$ cat config.mk
export PLATFORM = sky130hd
export DESIGN_NAME = axi_wr_master
export DESIGN_NICKNAME = d
export VERILOG_FILES = /design/src/rtl/axi_wr_pkg.sv /design/src/rtl/axi_wr_beat_ctr.sv /design/src/rtl/axi_wr_master.sv
export SDC_FILE = /design/constraint.sdc
export NUM_CORES = 1
export LEC_CHECK = 0
export ABC_CLOCK_PERIOD_IN_PS = 2600
export BUFFER_PORTS_ARGS = -buffer_cell sky130_fd_sc_hd__buf_4
export CAP_MARGIN = 20
export CORE_MARGIN = 4
export CORE_UTILIZATION = 50
export DETAILED_ROUTE_END_ITERATION = 12
export GPL_ROUTABILITY_DRIVEN = 0
export PLACE_DENSITY = 0.8
export RECOVER_POWER = 50
export SETUP_SLACK_MARGIN = 0.1
export SYNTH_ARGS = -nofsm -noshare
export SYNTH_HDL_FRONTEND = slang
export SYNTH_SLANG_ARGS = --single-unit
export TNS_END_PERCENT = 50
$ cat constraint.sdc
create_clock -name clk -period 2.6 [get_ports clk]
set_input_delay 0.13 -clock clk [delete_from_list [all_inputs] [get_ports clk]]
set_output_delay 0.13 -clock clk [all_outputs]
set_load 0.01 [all_outputs]
$ cat src/rtl/axi_wr_pkg.sv
// Shared types and AXI constants for the single-outstanding AXI3 write master.
package axi_wr_pkg;

   typedef enum logic [2:0] {
      IDLE   = 3'b001,
      SEND   = 3'b010,
      WAIT_B = 3'b100
   } state_e;

   localparam logic [1:0] BURST_INCR  = 2'b01;

   localparam logic [1:0] RESP_OKAY   = 2'b00;
   localparam logic [1:0] RESP_EXOKAY = 2'b01;
   localparam logic [1:0] RESP_SLVERR = 2'b10;
   localparam logic [1:0] RESP_DECERR = 2'b11;

   localparam logic [1:0] AWLOCK_VAL  = 2'b00;
   localparam logic [3:0] AWCACHE_VAL = 4'b0000;
   localparam logic [2:0] AWPROT_VAL  = 3'b000;

   // Requests longer than the buffer are truncated to the buffer depth.
   function automatic logic [7:0] clamp_len(input logic [7:0] len, input logic [7:0] max_len);
      return (len > max_len) ? max_len : len;
   endfunction

endpackage

$ cat src/rtl/axi_wr_beat_ctr.sv
// Beat counter for the W channel: tracks the current beat, flags the last one
// and selects that beat's data out of the request buffer.
module axi_wr_beat_ctr #(
   parameter int DATA_W    = 32,
   parameter int MAX_BEATS = 4
) (
   input  logic                          clk,
   input  logic                          resetn,
   input  logic                          clr_i,
   input  logic                          adv_i,
   input  logic [7:0]                    len_i,
   input  logic [MAX_BEATS*DATA_W-1:0]   data_i,
   output logic                          last_o,
   output logic [DATA_W-1:0]             beat_o
);

   logic [7:0] cnt_q, cnt_d;

   assign last_o = (cnt_q == len_i);

   always_comb begin
      cnt_d = cnt_q;
      if (clr_i)
         cnt_d = '0;
      else if (adv_i)
         cnt_d = last_o ? 8'd0 : cnt_q + 8'd1;
   end

   always_ff @(posedge clk) begin
      if (!resetn)
         cnt_q <= '0;
      else
         cnt_q <= cnt_d;
   end

   always_comb begin
      beat_o = '0;
      for (int i = 0; i < MAX_BEATS; i++)
         if (cnt_q == 8'(i))
            beat_o = data_i[i*DATA_W +: DATA_W];
   end

endmodule

$ cat src/rtl/axi_wr_master.sv
// Single-outstanding AXI3 write master: buffers one burst, drives AW and W
// independently, then takes the B response. Optional AXI_WR_RESP_EN adds wr_err.
module axi_wr_master
   import axi_wr_pkg::*;
#(
   parameter int ID_W      = 4,
   parameter int ADDR_W    = 32,
   parameter int DATA_W    = 32,
   parameter int MAX_BEATS = 4,
   parameter int AXI_ID    = 1
) (
   input  logic                          clk,
   input  logic                          resetn,
   input  logic                          req_valid,
   output logic                          req_ready,
   input  logic [ADDR_W-1:0]             req_addr,
   input  logic [2:0]                    req_size,
   input  logic [7:0]                    req_len,
   input  logic [DATA_W/8-1:0]           req_strb,
   input  logic [MAX_BEATS*DATA_W-1:0]   req_data,
   output logic                          wr_done,
`ifdef AXI_WR_RESP_EN
   output logic                          wr_err,
`endif
   output logic [ID_W-1:0]               awid,
   output logic [ADDR_W-1:0]             awaddr,
   output logic [7:0]                    awlen,
   output logic [2:0]                    awsize,
   output logic [1:0]                    awburst,
   output logic [1:0]                    awlock,
   output logic [3:0]                    awcache,
   output logic [2:0]                    awprot,
   output logic                          awvalid,
   input  logic                          awready,
   output logic [ID_W-1:0]               wid,
   output logic [DATA_W-1:0]             wdata,
   output logic [DATA_W/8-1:0]           wstrb,
   output logic                          wlast,
   output logic                          wvalid,
   input  logic                          wready,
   input  logic [ID_W-1:0]               bid,
   input  logic [1:0]                    bresp,
   input  logic                          bvalid,
   output logic                          bready
);

   localparam int         STRB_W  = DATA_W / 8;
   localparam logic [7:0] LEN_MAX = 8'(MAX_BEATS - 1);

   state_e                        state_q, state_d;
   logic                          aw_done_q, aw_done_d;
   logic                          w_done_q, w_done_d;
   logic [ADDR_W-1:0]             addr_q;
   logic [2:0]                    size_q;
   logic [7:0]                    len_q;
   logic [STRB_W-1:0]             strb_q;
   logic [MAX_BEATS*DATA_W-1:0]   data_q;
   logic                          accept;

   assign accept = req_valid && req_ready;

   always_comb begin
      state_d   = state_q;
      aw_done_d = aw_done_q;
      w_done_d  = w_done_q;
      req_ready = 1'b0;
      awvalid   = 1'b0;
      wvalid    = 1'b0;
      bready    = 1'b0;
      wr_done   = 1'b0;
      case (state_q)
         IDLE: begin
            req_ready = resetn;
            if (req_valid && resetn) begin
               aw_done_d = 1'b0;
               w_done_d  = 1'b0;
               state_d   = SEND;
            end
         end
         SEND: begin
            awvalid = !aw_done_q;
            wvalid  = !w_done_q;
            if (awvalid && awready)
               aw_done_d = 1'b1;
            if (wvalid && wready && wlast)
               w_done_d = 1'b1;
            // Both channels may complete in the same cycle.
            if (aw_done_d && w_done_d)
               state_d = WAIT_B;
         end
         WAIT_B: begin
            bready = 1'b1;
            if (bvalid) begin
               wr_done = 1'b1;
               state_d = IDLE;
            end
         end
         default: state_d = IDLE;
      endcase
   end

   always_ff @(posedge clk) begin
      if (!resetn) begin
         state_q   <= IDLE;
         aw_done_q <= 1'b0;
         w_done_q  <= 1'b0;
      end else begin
         state_q   <= state_d;
         aw_done_q <= aw_done_d;
         w_done_q  <= w_done_d;
      end
   end

   always_ff @(posedge clk) begin
      if (!resetn) begin
         addr_q <= '0;
         size_q <= '0;
         len_q  <= '0;
         strb_q <= '0;
         data_q <= '0;
      end else if (accept) begin
         addr_q <= req_addr;
         size_q <= req_size;
         len_q  <= clamp_len(req_len, LEN_MAX);
         strb_q <= req_strb;
         data_q <= req_data;
      end
   end

   axi_wr_beat_ctr #(
      .DATA_W    (DATA_W),
      .MAX_BEATS (MAX_BEATS)
   ) u_beat_ctr (
      .clk    (clk),
      .resetn (resetn),
      .clr_i  (accept),
      .adv_i  (wvalid && wready),
      .len_i  (len_q),
      .data_i (data_q),
      .last_o (wlast),
      .beat_o (wdata)
   );

   assign awid    = ID_W'(AXI_ID);
   assign awaddr  = addr_q;
   assign awlen   = len_q;
   assign awsize  = size_q;
   assign awburst = BURST_INCR;
   assign awlock  = AWLOCK_VAL;
   assign awcache = AWCACHE_VAL;
   assign awprot  = AWPROT_VAL;
   assign wid     = ID_W'(AXI_ID);
   assign wstrb   = strb_q;

   // Only one write is ever outstanding, so bid carries no information.
`ifdef AXI_WR_RESP_EN
   logic wr_err_q;
   logic unused_b;
   assign unused_b = ^{bid, bresp[0]};

   always_ff @(posedge clk) begin
      if (!resetn)
         wr_err_q <= 1'b0;
      else if (accept)
         wr_err_q <= 1'b0;
      else if (bvalid && bready)
         wr_err_q <= bresp[1];
   end
   assign wr_err = wr_err_q;
`else
   logic unused_b;
   assign unused_b = ^{bid, bresp};
`endif

endmodule

==> results of run 1 <==
logic make-up (layout without fill, tap and decap cells):
| group | Yosys count | after routing | share of synthesized area |
|---|---|---|---|
| xor gates and xnor gates | 13 | 13 | 0.01372 |
| adders and majority gates | 4 | 4 | 0.006031 |
| DFF | 188 | 188 | 0.4535 |
| buffers and inverters | 144 | 525 | 0.08820 |
| and+or+nand+nor | 496 | 496 | 0.2699 |
| muxes | 2 | 2 | 0.002563 |
| other | 2 | 23 | 0.0009049 |
| AOI/OAI and AO/OA | 210 | 210 | 0.1652 |
worst register-to-register path: stages (launching register included):
cell and delay, ns:
dfxtp_1 0.51, nor4b_2 0.78, nand2_1 0.19, nor3_1 0.61, nor3_1 0.11
final cells by class:
| type | count | area, sq um | share of cell area |
|---|---|---|---|
| antenna | 4 | 10.01 | 0.0008108 |
| clock buffer | 18 | 439.2 | 0.03557 |
| clock inverter | 14 | 161.4 | 0.01307 |
| inverter | 37 | 138.9 | 0.01125 |
| multi-input combinational | 744 | 3861 | 0.3128 |
| sequential | 188 | 3766 | 0.3051 |
| tap | 216 | 270.3 | 0.02189 |
| timing repair buffer | 456 | 3699 | 0.2996 |
placed cells by master, fill, tap and decap left out, types with 34 or more instances in the layout:
cell | Yosys | final
nand2_1 | 342 | 342
buf_4 | 28 | 224
dfxtp_1 | 188 | 186
dlygate4sd3_1 | 0 | 171
nand3_1 | 73 | 73
o21ai_0 | 63 | 63
clkbuf_1 | 48 | 53
inv_1 | 36 | 36
o31ai_1 | 35 | 35
a21oi_1 | 34 | 34
final timing paths:
check                       from                  end  slack, ns
max          u_beat_ctr.cnt_q[1]             wdata[2]       0.19
min                       wready             w_done_q       0.05
max reg2reg           state_q[1]  u_beat_ctr.cnt_q[2]       0.26
min reg2reg           data_q[63]           data_q[63]       0.45
per-layer routing:
metal  track usage  part of all wire  vias to the layer above
met4        0.1231             0.035                        0
met1        0.3499              0.39                     4230
met5             0                 0                        -
met2        0.5457              0.50                      452
li1              -                 -                     4299
met3       0.08934             0.075                       98
registers in the layout (all words and copies together), names as in the netlist:
signal            cells
data_q              128
awaddr               32
awlen                 8
u_beat_ctr.cnt_q      8
wstrb                 4
awsize                3
state_q               3
aw_done_q             1
w_done_q              1
metrics by stage:
step / power (mW) / utilization / instances / area (sq um) / hold WS, ns
finish: 7.084 / 0.7688 / 1677 / 12350 / 0.04988
CTS: 7.097 / 0.7815 / 1673 / 12550 / 0.03295
global route: 7.327 / 0.7685 / 1675 / 12340 / 0.03403
global placement: 4.249 / 0.6375 / 1470 / 10240 / 0.3136
detailed placement: 4.269 / 0.6375 / 1470 / 10240 / 0.3162
floorplan: 3.812 / - / 1076 / 8363 / 0.2290
power breakdown:
part           switching [mW]  internal (mW)  total [mW]  leakage [nW]
Clock                    1.19           1.46        2.65         0.283
Combinational           0.592          0.620        1.21          3.55
Sequential              0.117           3.10        3.22          1.54
timing repair:
action / in CTS / in global routing
gates resized for setup: 0 / 3
setup endpoints to repair: 0 / 31
endpoints found under the hold margin: 171 / 0
hold buffers: 171 / 0
==> metrics.cfg, run 1 <==
[drt]
first_iter_violations = 554
viasPerCell = 5.414
drt-pass1-iter-count = 5
vias = 9079
avgRoutedWirePerCell_microns = 17.61
postRouteAntennaNets = 0
remaining_drc_errors = 0
routed_wl_microns = 29530

[run_status]
status = complete, no violations

[power_and_ir_drop]
p_per_area_nw_per_um2 = 573.8
p_leak_nw = 5.375
peakVddDrop_v = 0.0004739

[setup_path]
max_stage_delay_ns = 0.39
endpoint_kind = output pin
start_kind = flop
slowest_stage = dfxtp_2
critPathMaxFanout = 64
cp.buffers_inverters = 3
crit_family = compound AO/OA/AOI/OAI gates
worstPathArrival_ns = 2.28
worstSetupPathType = reg2out
cp.required_ns = 2.47
path_cells = inv_1 -> ha_2 -> buf_12 -> and3b_1 -> a211oi_1 -> a211o_1 -> a21oi_1 -> buf_4
cp.depth = 8
reg2reg_depth = 4

[clocking]
ctsLongestPathBuffers = 2
htreeDepth = 4
post_cts_buffers = 0
root_buffer = clkbuf_16
clk_latency_ns = 0.43
clkSlewWorstSetupHoldPaths_ns = 0.07
cts_buffers = 17
cts_tree = yes
cts_sinks = 188

[timing]
rsz0062_at_grt = false
fin_crit_sh = 0.9257
maxSlewViolCount = 0
setup_viol = 0
final_hold_viol_count = 0
min_period_ns = 2.407
max_slew_margin = 0.3235
layout_setup_ws_ns = 0.1931
fmax_ghz = 0.4155
finalSetupTns_ns = 0
worst_pin_slew_ns = 1.015
clock_skew_ns = 0.01036

[global_route]
grt_pass1_vias = 9268
overflow = 0
grt_max_degree = 103
grt_pass1_wl_microns = 45750
grt_antenna_before_repair = 3
grtUsageTotal = 0.3087

[floorplanning]
start_util = 0.5168
rows = 46
ios = 291
coreArea_sq_um = 16060
die_h_microns = 136.8
dieArea_sq_um = 18720
die_w_microns = 136.8

[yosys]
yosysMostFrequentCell = nand2_1
ys_types = 46
postSynth.topFlopCell = dfxtp_1
syn_area_sq_um = 8299
synth_edf_count = 0
ys_seq_elements = 188
synth_common_cells = nand2_1, dfxtp_1, nand3_1, o21ai_0, clkbuf_1
yosys.area.top_type_share = 0.4535
syn_inst = 1059
yosysTopAreaCell = dfxtp_1
avgSynthCellArea_sq_um = 7.837
yosysSeqAreaShare = 0.4535
yosysWarningCount = 0
netlist_top_cells_area = dfxtp_1, nand2_1, nand3_1, o21ai_0, a211o_1
synthArstFlopShare = 0

[job]
maxCapViolations = 0

[place]
dp_hpwl_microns = 16390
pre_cts_ws_ns = 0.6141
place.port_buffers = 265

[hold_path]
hold_depth = 2
min_path_type = in2reg

[finish]
syn_to_final_growth_pct = 48.76
n_fill_cell = 1052
layout-drive-gt1-share = 0.1881
final_net_count = 1635

(Power assumes the default switching activity.)
==> run 2: changes to the inputs <==
--- a/config.mk
+++ b/config.mk
@@ -5,7 +5,7 @@
 export SDC_FILE = /design/constraint.sdc
 export NUM_CORES = 1
 export LEC_CHECK = 0
-export ABC_CLOCK_PERIOD_IN_PS = 2600
+export ABC_CLOCK_PERIOD_IN_PS = 2300
 export BUFFER_PORTS_ARGS = -buffer_cell sky130_fd_sc_hd__buf_4
 export CAP_MARGIN = 20
 export CORE_MARGIN = 4
@@ -17,5 +17,6 @@
 export SETUP_SLACK_MARGIN = 0.1
 export SYNTH_ARGS = -nofsm -noshare
 export SYNTH_HDL_FRONTEND = slang
+export SYNTH_HIERARCHICAL = 1
 export SYNTH_SLANG_ARGS = --single-unit
 export TNS_END_PERCENT = 50
==> constraint.sdc (replaced) <==
create_clock -name clk -period 2.3 [get_ports clk]
set_input_delay 0.115 -clock clk [delete_from_list [all_inputs] [get_ports clk]]
set_output_delay 0.115 -clock clk [all_outputs]
set_load 0.01 [all_outputs]
==> metrics.cfg, run 2 <==
[power_and_ir_drop]
totalPowerFinal_mw = 8.130  ; was 7.084 mW
peakVddDrop_v = 0.0005561  ; was 0.0004739 V
p_leak_nw = 5.126  ; was 5.375 nW
p_per_area_nw_per_um2 = 637.2  ; was 573.8 nW/um^2

[finish]
final_common_cell = nand2_1  ; unchanged
layout-drive-gt1-share = 0.2408  ; was 0.1881
final_net_count = 1644  ; was 1635
largest_reg_flops = 128  ; unchanged
register_area_sq_um = 3770  ; was 3766 sq um
regMostFlops = data_q  ; unchanged
multiInputGateArea_sq_um = 4073  ; was 3861 sq um
final_cell_mix = nand2_1, buf_4, dfxtp_1  ; unchanged
syn_to_final_growth_pct = 51.71  ; was 48.76%
n_fill_cell = 1113  ; was 1052

[clocking]
cts_tree = yes  ; unchanged
ctsLongestPathBuffers = 2  ; unchanged
cts_buffers = 17  ; unchanged
root_buffer = clkbuf_16  ; unchanged
clk_latency_ns = 0.42  ; was 0.43 ns
cts_sinks = 188  ; unchanged
htreeDepth = 4  ; unchanged
clkSlewWorstSetupHoldPaths_ns = 0.07  ; about the same

[timing]
rsz0062_at_grt = true  ; was false
fin_crit_sh = 0.9611
final_hold_viol_count = 0  ; unchanged
worst_pin_slew_ns = 0.6568  ; was 1.015 ns
finalSetupTns_ns = 0  ; unchanged
max_slew_margin = 0.5611  ; was 0.3235
maxSlewViolCount = 0  ; unchanged
setup_viol = 0  ; unchanged
min_period_ns = 2.211
fmax_ghz = 0.4524
clock_skew_ns = 0.009505  ; was 0.01036 ns

[yosys]
yosysTopAreaCell = dfxtp_1  ; unchanged
avgSynthCellArea_sq_um = 7.995  ; was 7.837 sq um
synth_edf_count = 0  ; unchanged
netlist_top_cells_area = dfxtp_1, nand2_1, a21oi_1, a221oi_2, a211o_1  ; was dfxtp_1, nand2_1, nand3_1, o21ai_0, a211o_1
yosysMostFrequentCell = nand2_1  ; unchanged
ys_types = 43  ; was 46
ys_seq_elements = 188  ; unchanged
yosysSeqAreaShare = 0.4475  ; was 0.4535
syn_area_sq_um = 8411  ; was 8299 sq um
synth_common_cells = nand2_1, dfxtp_1, a21oi_1, buf_4, inv_1  ; was nand2_1, dfxtp_1, nand3_1, o21ai_0, clkbuf_1
yosysWarningCount = 6  ; was 0
postSynth.topFlopCell = dfxtp_1  ; unchanged
synthArstFlopShare = 0  ; unchanged
yosys.area.top_type_share = 0.4475  ; was 0.4535
syn_inst = 1052  ; was 1059

[setup_path]
crit_family = buffers and inverters  ; was compound AO/OA/AOI/OAI gates
slowest_stage = dfxtp_4  ; was dfxtp_2
critPathMaxFanout = 7  ; was 64
worstPathArrival_ns = 2.10  ; was 2.28 ns
worstSetupPathType = reg2out  ; unchanged
cp.required_ns = 2.18  ; was 2.47 ns
max_stage_delay_ns = 0.38  ; was 0.39 ns
path_cells = inv_4 -> ha_4 -> nor2b_4 -> buf_12 -> buf_16 -> a221oi_4 -> a211o_1 -> a21oi_2 -> buf_4  ; was inv_1 -> ha_2 -> buf_12 -> and3b_1 -> a211oi_1 -> a211o_1 -> a21oi_1 -> buf_4
cp.buffers_inverters = 4  ; was 3
start_kind = flop  ; unchanged
endpoint_kind = output pin  ; unchanged

[global_route]
grt_pass1_wl_microns = 45320  ; was 45750 microns
grtUsageTotal = 0.3040  ; was 0.3087
grt_antenna_before_repair = 2  ; was 3
grt_pass1_vias = 9011  ; was 9268
grt_max_degree = 80  ; was 103
overflow = 0  ; unchanged

[drt]
first_iter_violations = 782  ; was 554
drt-met1-wl_microns = 11570  ; was 11380 microns
drt-pass1-iter-count = 7  ; was 5
avgRoutedWirePerCell_microns = 17.65  ; was 17.61 microns
topRoutingLayerUsed = met4  ; unchanged
routed_wl_microns = 29790  ; was 29530 microns
route.met2.wl_microns = 14730  ; was 14890 microns
viasPerCell = 5.361  ; was 5.414
postRouteAntennaNets = 0  ; unchanged
route.met3.wl_microns = 1981  ; was 2220 microns
vias = 9049  ; was 9079
remaining_drc_errors = 0  ; unchanged

[floorplanning]
coreArea_sq_um = 16520  ; was 16060 sq um
rows = 47  ; was 46
ios = 291  ; unchanged
dieArea_sq_um = 18960  ; was 18720 sq um
die_w_microns = 137.7  ; was 136.8 microns
die_h_microns = 137.7  ; was 136.8 microns
start_util = 0.5090  ; was 0.5168

[place]
place.port_buffers = 265  ; unchanged
dp_hpwl_microns = 17110  ; was 16390 microns

[job]
maxCapViolations = 0  ; unchanged

[run_status]
status = complete, no violations  ; unchanged

[hold_path]
min_path_type = in2reg  ; unchanged

run 2: changes by cell type after synthesis, sizes merged, moves of 10 or more:
cell / delta
nand3: -73
o21ai: -64
nor2: +10
o31ai: -35
a211oi: -32
a221oi: +32
and3b: -32
buf: +10
a21oi: +171
nand2: +29
clkbuf: -11
run 2: path summary, 6_finish.rpt:
kind / start / endpoint / slack, ns / cells past startpoint
max reg2reg: state_q[0] / awaddr[31] / 0.16 / 5
max: u_beat_ctr/cnt_q[0] / wdata[21] / 0.09 / 9
min: bvalid / state_q[0] / 0.03 / 3
min reg2reg: data_q[106] / data_q[106] / 0.45 / 2
run 2: power by group:
group / total [mW] / switching, mW / internal (mW)
clock network: 2.85 / 1.34 / 1.52
registers: 3.64 / 0.153 / 3.49
logic: 1.64 / 0.836 / 0.802
total: 8.13 / 2.33 / 5.80
run 2: final cells by class:
| class | count | area share |
|---|---|---|
| multi-input cells | 738 | 0.3192 |
| repair buffers | 471 | 0.3076 |
| flip-flops and latches | 188 | 0.2955 |
| clock buffers | 18 | 0.03363 |
| well taps | 220 | 0.02157 |
| inverters | 37 | 0.01128 |
| clock inverters | 14 | 0.01088 |
| diodes | 2 | 0.0003922 |
run 2: kinds of logic (layout without fill, tap and decap cells):
family                   after synthesis  after routing  synth area share
adder cells (fa/ha/maj)                4              4          0.005951
other                                  2             21         0.0008929
buffers and inverters                143            540           0.09521
flip-flops                           188            188            0.4475
AO/OA/AOI/OAI                        278            278            0.2336
XOR/XNOR                              15             15           0.01562
AND/OR/NAND/NOR                      421            421            0.2001
multiplexers                           1              1          0.001190
run 2: through the flow:
stage	hold slack, ns	utilization	setup WS (ns)	std cells	instance area (sq um)
floorplan	0.2510	-	0.1709	1069	8474
finish	0.02630	0.7722	0.08948	1688	12760
global placement	0.3615	0.6330	0.3187	1475	10460
global route	0.02304	0.7722	0.001693	1688	12760
detailed placement	0.3692	0.6330	0.2580	1475	10460
CTS	0.01205	0.7841	0.08283	1686	12960
run 2: timing repair:
action,CTS,global route
endpoints found under the setup margin,32,35
endpoints found under the hold margin,172,0
gates resized for setup,19,5
pin swaps,15,13
buffers inserted,4,0
cloned,1,0
hold buffers,174,0
run 2: worst register-to-register path, stage by stage, from the launching register on:
cell and delay, ns:
dfxtp_1 0.33, clkbuf_1 0.37, and4bb_4 0.53, clkbuf_4 0.52, nand2_1 0.16, a21oi_1 0.16
run 2: routing by layer:
metal / global-route usage / vias up
li1: - / 4248
met1: 0.3569 / 4246
met2: 0.5222 / 432
met3: 0.06245 / 123
met4: 0.1581 / 0
met5: 0 / -
